**src/rtl/spike_bin_receiver.sv**
```systemverilog
// -----------------------------------------------------------------------------
// spike_bin_receiver
//
// Consumer end of the encoding-slot spike-bin stream. Bins arrive one per
// valid_bin in channel order 0..CHANNELS-1 and are captured into the write half
// of a ping-pong frame buffer (2 x CHANNELS x 4 bits). A completed frame is
// swapped into the read half and presented to the SNN core through a
// synchronous read port until inference_done releases it.
//
// Optional feature macro: RX_ACTIVE_COUNT_EN
//   defined   - per-frame count of active channels is accumulated and reported
//               on active_count.
//   undefined - accumulator removed, active_count tied to 0.
//
// Ports
//   clk                  in   single clock
//   rst                  in   synchronous, active-high reset
//   valid_bin            in   one bin present this cycle
//   spike_bin[3:0]       in   spike bin for the current channel
//   active_group_out_bin in   current channel active flag
//   inference_done       in   1-cycle pulse releasing the presented frame
//   overrun_clr          in   clears overrun (a same-cycle set wins)
//   rd_en                in   read strobe
//   rd_adr[AW-1:0]       in   channel to read
//   rd_dat[3:0]          out  read data, one cycle after rd_en
//   rd_valid             out  1-cycle pulse marking rd_dat
//   frame_ready          out  a complete frame is presented in the read bank
//   active_count[CW-1:0] out  active channels in the presented frame
//   overrun              out  sticky: at least one frame was dropped
//
// FSM states
//   state  | meaning
//   S_FILL | bins written into the write bank; swap on last channel if possible
//   S_PEND | full frame parked in write bank; incoming bins dropped (overrun)
//   S_SKIP | realigning to frame start; bins dropped silently until channel end
// -----------------------------------------------------------------------------
module spike_bin_receiver #(
   parameter int CHANNELS = 128,
   parameter int AW       = $clog2(CHANNELS),
   parameter int CW       = $clog2(CHANNELS + 1)
) (
   input  logic          clk,
   input  logic          rst,
   input  logic          valid_bin,
   input  logic [3:0]    spike_bin,
   input  logic          active_group_out_bin,
   input  logic          inference_done,
   input  logic          overrun_clr,
   input  logic          rd_en,
   input  logic [AW-1:0] rd_adr,
   output logic [3:0]    rd_dat,
   output logic          rd_valid,
   output logic          frame_ready,
   output logic [CW-1:0] active_count,
   output logic          overrun
);

   localparam logic [AW-1:0] LAST_CH = AW'(CHANNELS - 1);

   typedef enum logic [1:0] {
      S_FILL = 2'd0,
      S_PEND = 2'd1,
      S_SKIP = 2'd2
   } state_t;

   state_t        state_q, state_d;
   logic [AW-1:0] ch_idx_q, ch_idx_d;
   logic          wr_sel_q, wr_sel_d;
   logic          frame_ready_q, frame_ready_d;
   logic          overrun_q, overrun_d;
   logic          wr_en;
   logic          swap_fill;
   logic          swap_pend;
   logic          last_ch;

   logic [3:0]    bank0_q [CHANNELS];
   logic [3:0]    bank1_q [CHANNELS];
   logic [3:0]    rd_dat_q;
   logic          rd_valid_q;
   logic [3:0]    rd_word;

   assign last_ch = (ch_idx_q == LAST_CH);

   // ---------------------------------------------------------------- FSM
   always_comb begin
      state_d       = state_q;
      ch_idx_d      = ch_idx_q;
      wr_sel_d      = wr_sel_q;
      frame_ready_d = frame_ready_q;
      overrun_d     = overrun_q;
      wr_en         = 1'b0;
      swap_fill     = 1'b0;
      swap_pend     = 1'b0;

      // Channel position tracks the stream regardless of what we do with it.
      if (valid_bin) begin
         ch_idx_d = last_ch ? '0 : ch_idx_q + AW'(1);
      end

      if (overrun_clr) begin
         overrun_d = 1'b0;
      end

      case (state_q)
         S_FILL: begin
            if (inference_done) begin
               frame_ready_d = 1'b0;
            end
            if (valid_bin) begin
               wr_en = 1'b1;
               if (last_ch) begin
                  // Read bank is free if idle or being released this cycle.
                  if (!frame_ready_q || inference_done) begin
                     swap_fill     = 1'b1;
                     wr_sel_d      = ~wr_sel_q;
                     frame_ready_d = 1'b1;
                  end else begin
                     state_d = S_PEND;
                  end
               end
            end
         end

         S_PEND: begin
            if (valid_bin) begin
               overrun_d = 1'b1;
            end
            if (inference_done) begin
               swap_pend     = 1'b1;
               wr_sel_d      = ~wr_sel_q;
               frame_ready_d = 1'b1;
               // Only resume filling on a frame boundary.
               state_d       = (ch_idx_d == '0) ? S_FILL : S_SKIP;
            end
         end

         S_SKIP: begin
            if (inference_done) begin
               frame_ready_d = 1'b0;
            end
            if (valid_bin && last_ch) begin
               state_d = S_FILL;
            end
         end

         default: begin
            state_d = S_FILL;
         end
      endcase
   end

   always_ff @(posedge clk) begin
      if (rst) begin
         state_q       <= S_FILL;
         ch_idx_q      <= '0;
         wr_sel_q      <= 1'b0;
         frame_ready_q <= 1'b0;
         overrun_q     <= 1'b0;
      end else begin
         state_q       <= state_d;
         ch_idx_q      <= ch_idx_d;
         wr_sel_q      <= wr_sel_d;
         frame_ready_q <= frame_ready_d;
         overrun_q     <= overrun_d;
      end
   end

   // ------------------------------------------------------- active count
`ifdef RX_ACTIVE_COUNT_EN
   logic [CW-1:0] act_acc_q, act_acc_d;
   logic [CW-1:0] active_count_q, active_count_d;
   logic [CW-1:0] act_sum;

   // Channel 0 starts a fresh frame, so the old total is dropped there.
   // The accumulator only moves in FILL, so in PEND it still holds the
   // parked frame's total for the later swap.
   assign act_sum = ((ch_idx_q == '0) ? '0 : act_acc_q) + CW'(active_group_out_bin);

   always_comb begin
      act_acc_d      = act_acc_q;
      active_count_d = active_count_q;
      if (state_q == S_FILL && valid_bin) begin
         act_acc_d = act_sum;
      end
      if (swap_fill) begin
         active_count_d = act_sum;
      end else if (swap_pend) begin
         active_count_d = act_acc_q;
      end
   end

   always_ff @(posedge clk) begin
      if (rst) begin
         act_acc_q      <= '0;
         active_count_q <= '0;
      end else begin
         act_acc_q      <= act_acc_d;
         active_count_q <= active_count_d;
      end
   end

   assign active_count = active_count_q;
`else
   logic unused_act;
   assign unused_act   = active_group_out_bin ^ swap_fill ^ swap_pend;
   assign active_count = '0;
`endif

   // ------------------------------------------------------- frame banks
   // No reset: contents are only meaningful once a frame is presented.
   always_ff @(posedge clk) begin
      if (wr_en && !rst) begin
         if (wr_sel_q) begin
            bank1_q[ch_idx_q] <= spike_bin;
         end else begin
            bank0_q[ch_idx_q] <= spike_bin;
         end
      end
   end

   // Uses the registered wr_sel, so a read in a swap cycle sees the old bank.
   always_comb begin
      rd_word = '0;
      if (int'(rd_adr) < CHANNELS) begin
         rd_word = wr_sel_q ? bank0_q[rd_adr] : bank1_q[rd_adr];
      end
   end

   always_ff @(posedge clk) begin
      if (rst) begin
         rd_dat_q   <= '0;
         rd_valid_q <= 1'b0;
      end else begin
         rd_valid_q <= rd_en;
         if (rd_en) begin
            rd_dat_q <= rd_word;
         end
      end
   end

   assign rd_dat      = rd_dat_q;
   assign rd_valid    = rd_valid_q;
   assign frame_ready = frame_ready_q;
   assign overrun     = overrun_q;

endmodule

```
**config.mk**
```make
export PLATFORM = sky130hd
export DESIGN_NAME = spike_bin_receiver
export DESIGN_NICKNAME = d
export VERILOG_FILES = /design/src/rtl/spike_bin_receiver.sv
export SDC_FILE = /design/constraint.sdc
export NUM_CORES = 1
export LEC_CHECK = 0
export CAP_MARGIN = 15
export CORE_ASPECT_RATIO = 0.75
export CORE_UTILIZATION = 45
export DETAILED_ROUTE_END_ITERATION = 12
export HOLD_SLACK_MARGIN = 0.15
export PLACE_DENSITY = 0.66
export SYNTH_ARGS = -nofsm -noshare
export SYNTH_HDL_FRONTEND = slang
export SYNTH_SLANG_ARGS = --single-unit
```
**constraint.sdc**
```tcl
create_clock -name clk -period 2.7 [get_ports clk]
set_input_delay 0.54 -clock clk [delete_from_list [all_inputs] [get_ports clk]]
set_output_delay 0.54 -clock clk [all_outputs]
set_load 0.05 [all_outputs]
```
==> impl_results.md <==
- Status: completed
- Share of the synthesized area in the top cell type: about 74%
- GRT Util Overall: roughly 22%
- Slowest stage cell, crit path: clkdlybuf4s50_1
- Crit-path cells: clkdlybuf4s50_1
- Pwr Density: around 660 nW/um^2
- Cells on worst reg2reg path: 7
- Detailed placement HPWL: ~70 mm
- Nets: 2770
- Hold Crit Depth: 1
- Ports: 33
- F_max: between 0.3 and 0.4 GHz
- Worst path bufs/invs: 1
- Starting Density: a little under half
- Cells after DPL: 3872
- Layout cell share with drive strength beyond 1: between 20% and 30%
- DRC viols: 0
- GRT overflow: 0
- Placer Congestion: around 0.88
- DIE AREA: between 90000 and 100000 um^2
- Endpoints failing hold: 0
- ANT nets after route: 0
- Crit path capture type: primary output
- Final Max Slew Viols: 0
- Register area share after synthesis: 74.8%
- Dominant cell type by area after synthesis: edfxtp_1
- Clock buffer depth: 3
- Maxcap violations: 0
- Number of flops mapped to enable cells by yosys: between 1000 and 1500
- DR vias: ~23000
- Cells after synthesis: 2272
- CTS Buf Count: 98
- Synth Cell Area: approximately 42000 um^2
- Maximum VDD drop: 568 uV
- Crit-path max FO: 5
- Vias in the first global route: 23314
- Delay-heaviest family, CP: buffers and inverters
- Area grow syn2layout: 20.6%
- H-tree Lvls: 3
- Root buffer cell: clkbuf_16
- Die Span Y: about 270 um
- Worst-margin pin slew: a little under 0.8 ns
- Final Non-Filler Cells: between 4000 and 5000
- Min cycle time layout: between 2 and 3 ns
- Unrepaired setup endpoints after global routing: no
- Yosys warning total: 0
- CTS tree: built
- Post-route setup TNS: 0 ns
- Post-synthesis register bit count: roughly 1000
- CORE AREA: between 90000 and 100000 um^2
- Die width: between 300 and 400 um
- IO buf count: 23
- Hold path endpoint: bank0_q[110][1]
- Mean post-synth cell area: between 15 and 20 um^2
- Main flop type after synthesis: edfxtp_1
- Vias per std cell: between 5 and 6
- Tcrit/Tclk final: ~97%
- Worst EP arrival: 2.09 ns
- Clk Latency, worst-skew pair: around 0.67 ns
- Setup crit start kind: flop
- Crit path kind: flop to primary output
- Worst r2r dst: rd_dat[1]
- Fill count: between 6000 and 7000
- Req. time, crit path: 2.16 ns
- Final instance area: 50100 um^2
- Min-delay worst type: input pin to flop
- Async set-reset flop share out of synthesis: 0%
- Reg2Reg Setup Slack: between 0.2 and 0.25 ns
- Slew Limit Headroom: 48.8%
- Number of setup buffers added after CTS: 0
- Multi-input logic area: approximately 9600 um^2
- Register area: approximately 31000 um^2
- Global-route wire length before repair: 155 mm
- Row count: 96
- Antenna diodes: 0
- Setup Skew: 0.0412 ns
- CP max stage delay: ~0.9 ns
- Routed WL per cell: roughly 26 um
- Drt pass-1 iters: 6
- Clock Pin Slew Worst Setup and Hold Paths: approximately 0.06 ns
- Unique masters post-synth: 59
- Hold path start: spike_bin[1]
- Final setup fails: 0
- Largest net degree at the start of global routing: 76
- # clock sinks: roughly 1000
- Hold_buf cts: 0
- Routed wire length: about 100 mm
- Initial antenna violation count: 1
- Number of DRC markers in iteration 0: ~3300
- Leak Pwr: between 15 and 20 nW
- Largest cells by area after synthesis: edfxtp_1 (74%), mux4_2 (9.9%), mux2i_1 (3.6%)
- Placed Instance Area: between 40000 and 50000 um^2
- RR Startpoint: bank0_q[11][1]
==> power by group <==
part	total (mW)	internal (mW)	switching (mW)
clock	13.3	7.48	5.87
sequential	17.8	17.7	0.0272
combinational	1.85	0.759	1.10
==> cell families (layout without fill, tap and decap cells) <==
logic type               Yosys count  count (layout)  synth area share (%)
multiplexers                     345             345                  13.9
AND/OR/NAND/NOR                  483             483                  4.93
XOR/XNOR                           7               7                 0.148
adder cells (fa/ha/maj)            5               5                 0.151
other                              1               8               0.00903
AO/OA/AOI/OAI                    231             231                  3.92
flip-flops                      1041            1041                  74.8
buffers and inverters            159             707                  2.09
==> final cells by class <==
class,count,area share [%]
Clock inverter,55,0.857
Sequential cell,1041,62.1
Tap cell,1225,3.06
Timing Repair Buffer,519,9.45
Clock buffer,125,5.28
Multi-Input combinational cell,1079,19.2
Inverter,8,0.0600
==> layout by cell type, fill, tap and decap left out, types with 6 or more instances in the layout <==
cell and n:
o21ai_0 22, mux2_2 10, nor4_1 10, nor2_1 299
a22o_1 8, clkbuf_16 100, mux2i_1 150, a21oi_1 41
nand2b_1 6, and3_1 8, mux4_2 183, o211ai_1 15
edfxtp_1 1024, buf_12 62, nand4_1 8, a22oi_1 35
nand3_1 34, o221ai_1 21, nor2b_1 14, conb_1 8
a221oi_1 12, bufinv_16 6, buf_4 434, and2_1 6
clkinv_2 15, a211oi_1 6, inv_1 7, nand2_1 73
clkdlybuf4s50_1 15, clkinv_1 26, dfxtp_1 17, nor3_1 12
clkbuf_1 20, o22ai_1 39
==> per-stage QoR <==
| step | utilization (%) | worst slack [ns] | power [mW] | hold WS (ns) |
|---|---|---|---|---|
| 4_1_cts | 54.8 | 0.0556 | 33.2 | 0.321 |
| 3_5_place_dp | 51.4 | -0.729 | 20.0 | 0.497 |
| 6_report | 54.8 | 0.0690 | 33.0 | 0.329 |
| 2_1_floorplan | - | 0.111 | 19.0 | 0.469 |
| 5_1_grt | 54.8 | 0.0159 | 33.8 | 0.341 |
| 3_3_place_gp | 51.4 | -0.591 | 19.9 | 0.481 |
==> worst max path at each step <==
stage	start	endpoint	slack, ns	cells past startpoint
global route	bank0_q[11][0]	rd_dat[0]	0.02	7
global placement	rd_adr[0]	rd_dat[2]	-0.59	11
CTS	rd_dat[3]	rd_dat[3]	0.06	1
finish	frame_ready	frame_ready	0.07	1
floorplan	rd_adr[1]	rd_dat[0]	0.11	9
detailed placement	rd_adr[0]	rd_dat[2]	-0.73	11
==> Yosys cell counts (10+ instances only) <==
master,instances
nor2b_1,15
nand3_1,34
mux4_2,183
nor2_1,300
mux2_2,10
nor4_1,10
o221ai_1,21
dfxtp_1,17
o21ai_0,22
buf_4,23
mux2i_1,150
a221oi_1,12
buf_2,32
a21oi_1,41
nor3_1,12
buf_6,14
o211ai_1,15
o22ai_1,39
clkbuf_1,75
edfxtp_1,1024
a22oi_1,35
nand2_1,73
==> repair_timing <==
item | CTS | global route
gates cloned | 0 | 0
resized for setup | 1 | 1
endpoints found under the setup margin | 1 | 1
==> registers in the layout, summed over array words and instances, names as in the netlist <==
name	cells
bank0_q	512
bank1_q	512
ch_idx_q	7
frame_ready	1
overrun	1
rd_dat	4
rd_valid	1
state_q	2
wr_sel_q	1
==> metal layers <==
layer | part of all wire, % | global-route usage [%] | up-vias
li1 | - | - | 10057
met1 | 44 | 34.5 | 11988
met2 | 44 | 32.7 | 1208
met3 | 11 | 4.89 | 128
met4 | 1.9 | 5.23 | 0
met5 | 0 | 0 | -
No activity file was read; power rests on OpenSTA's default activity.
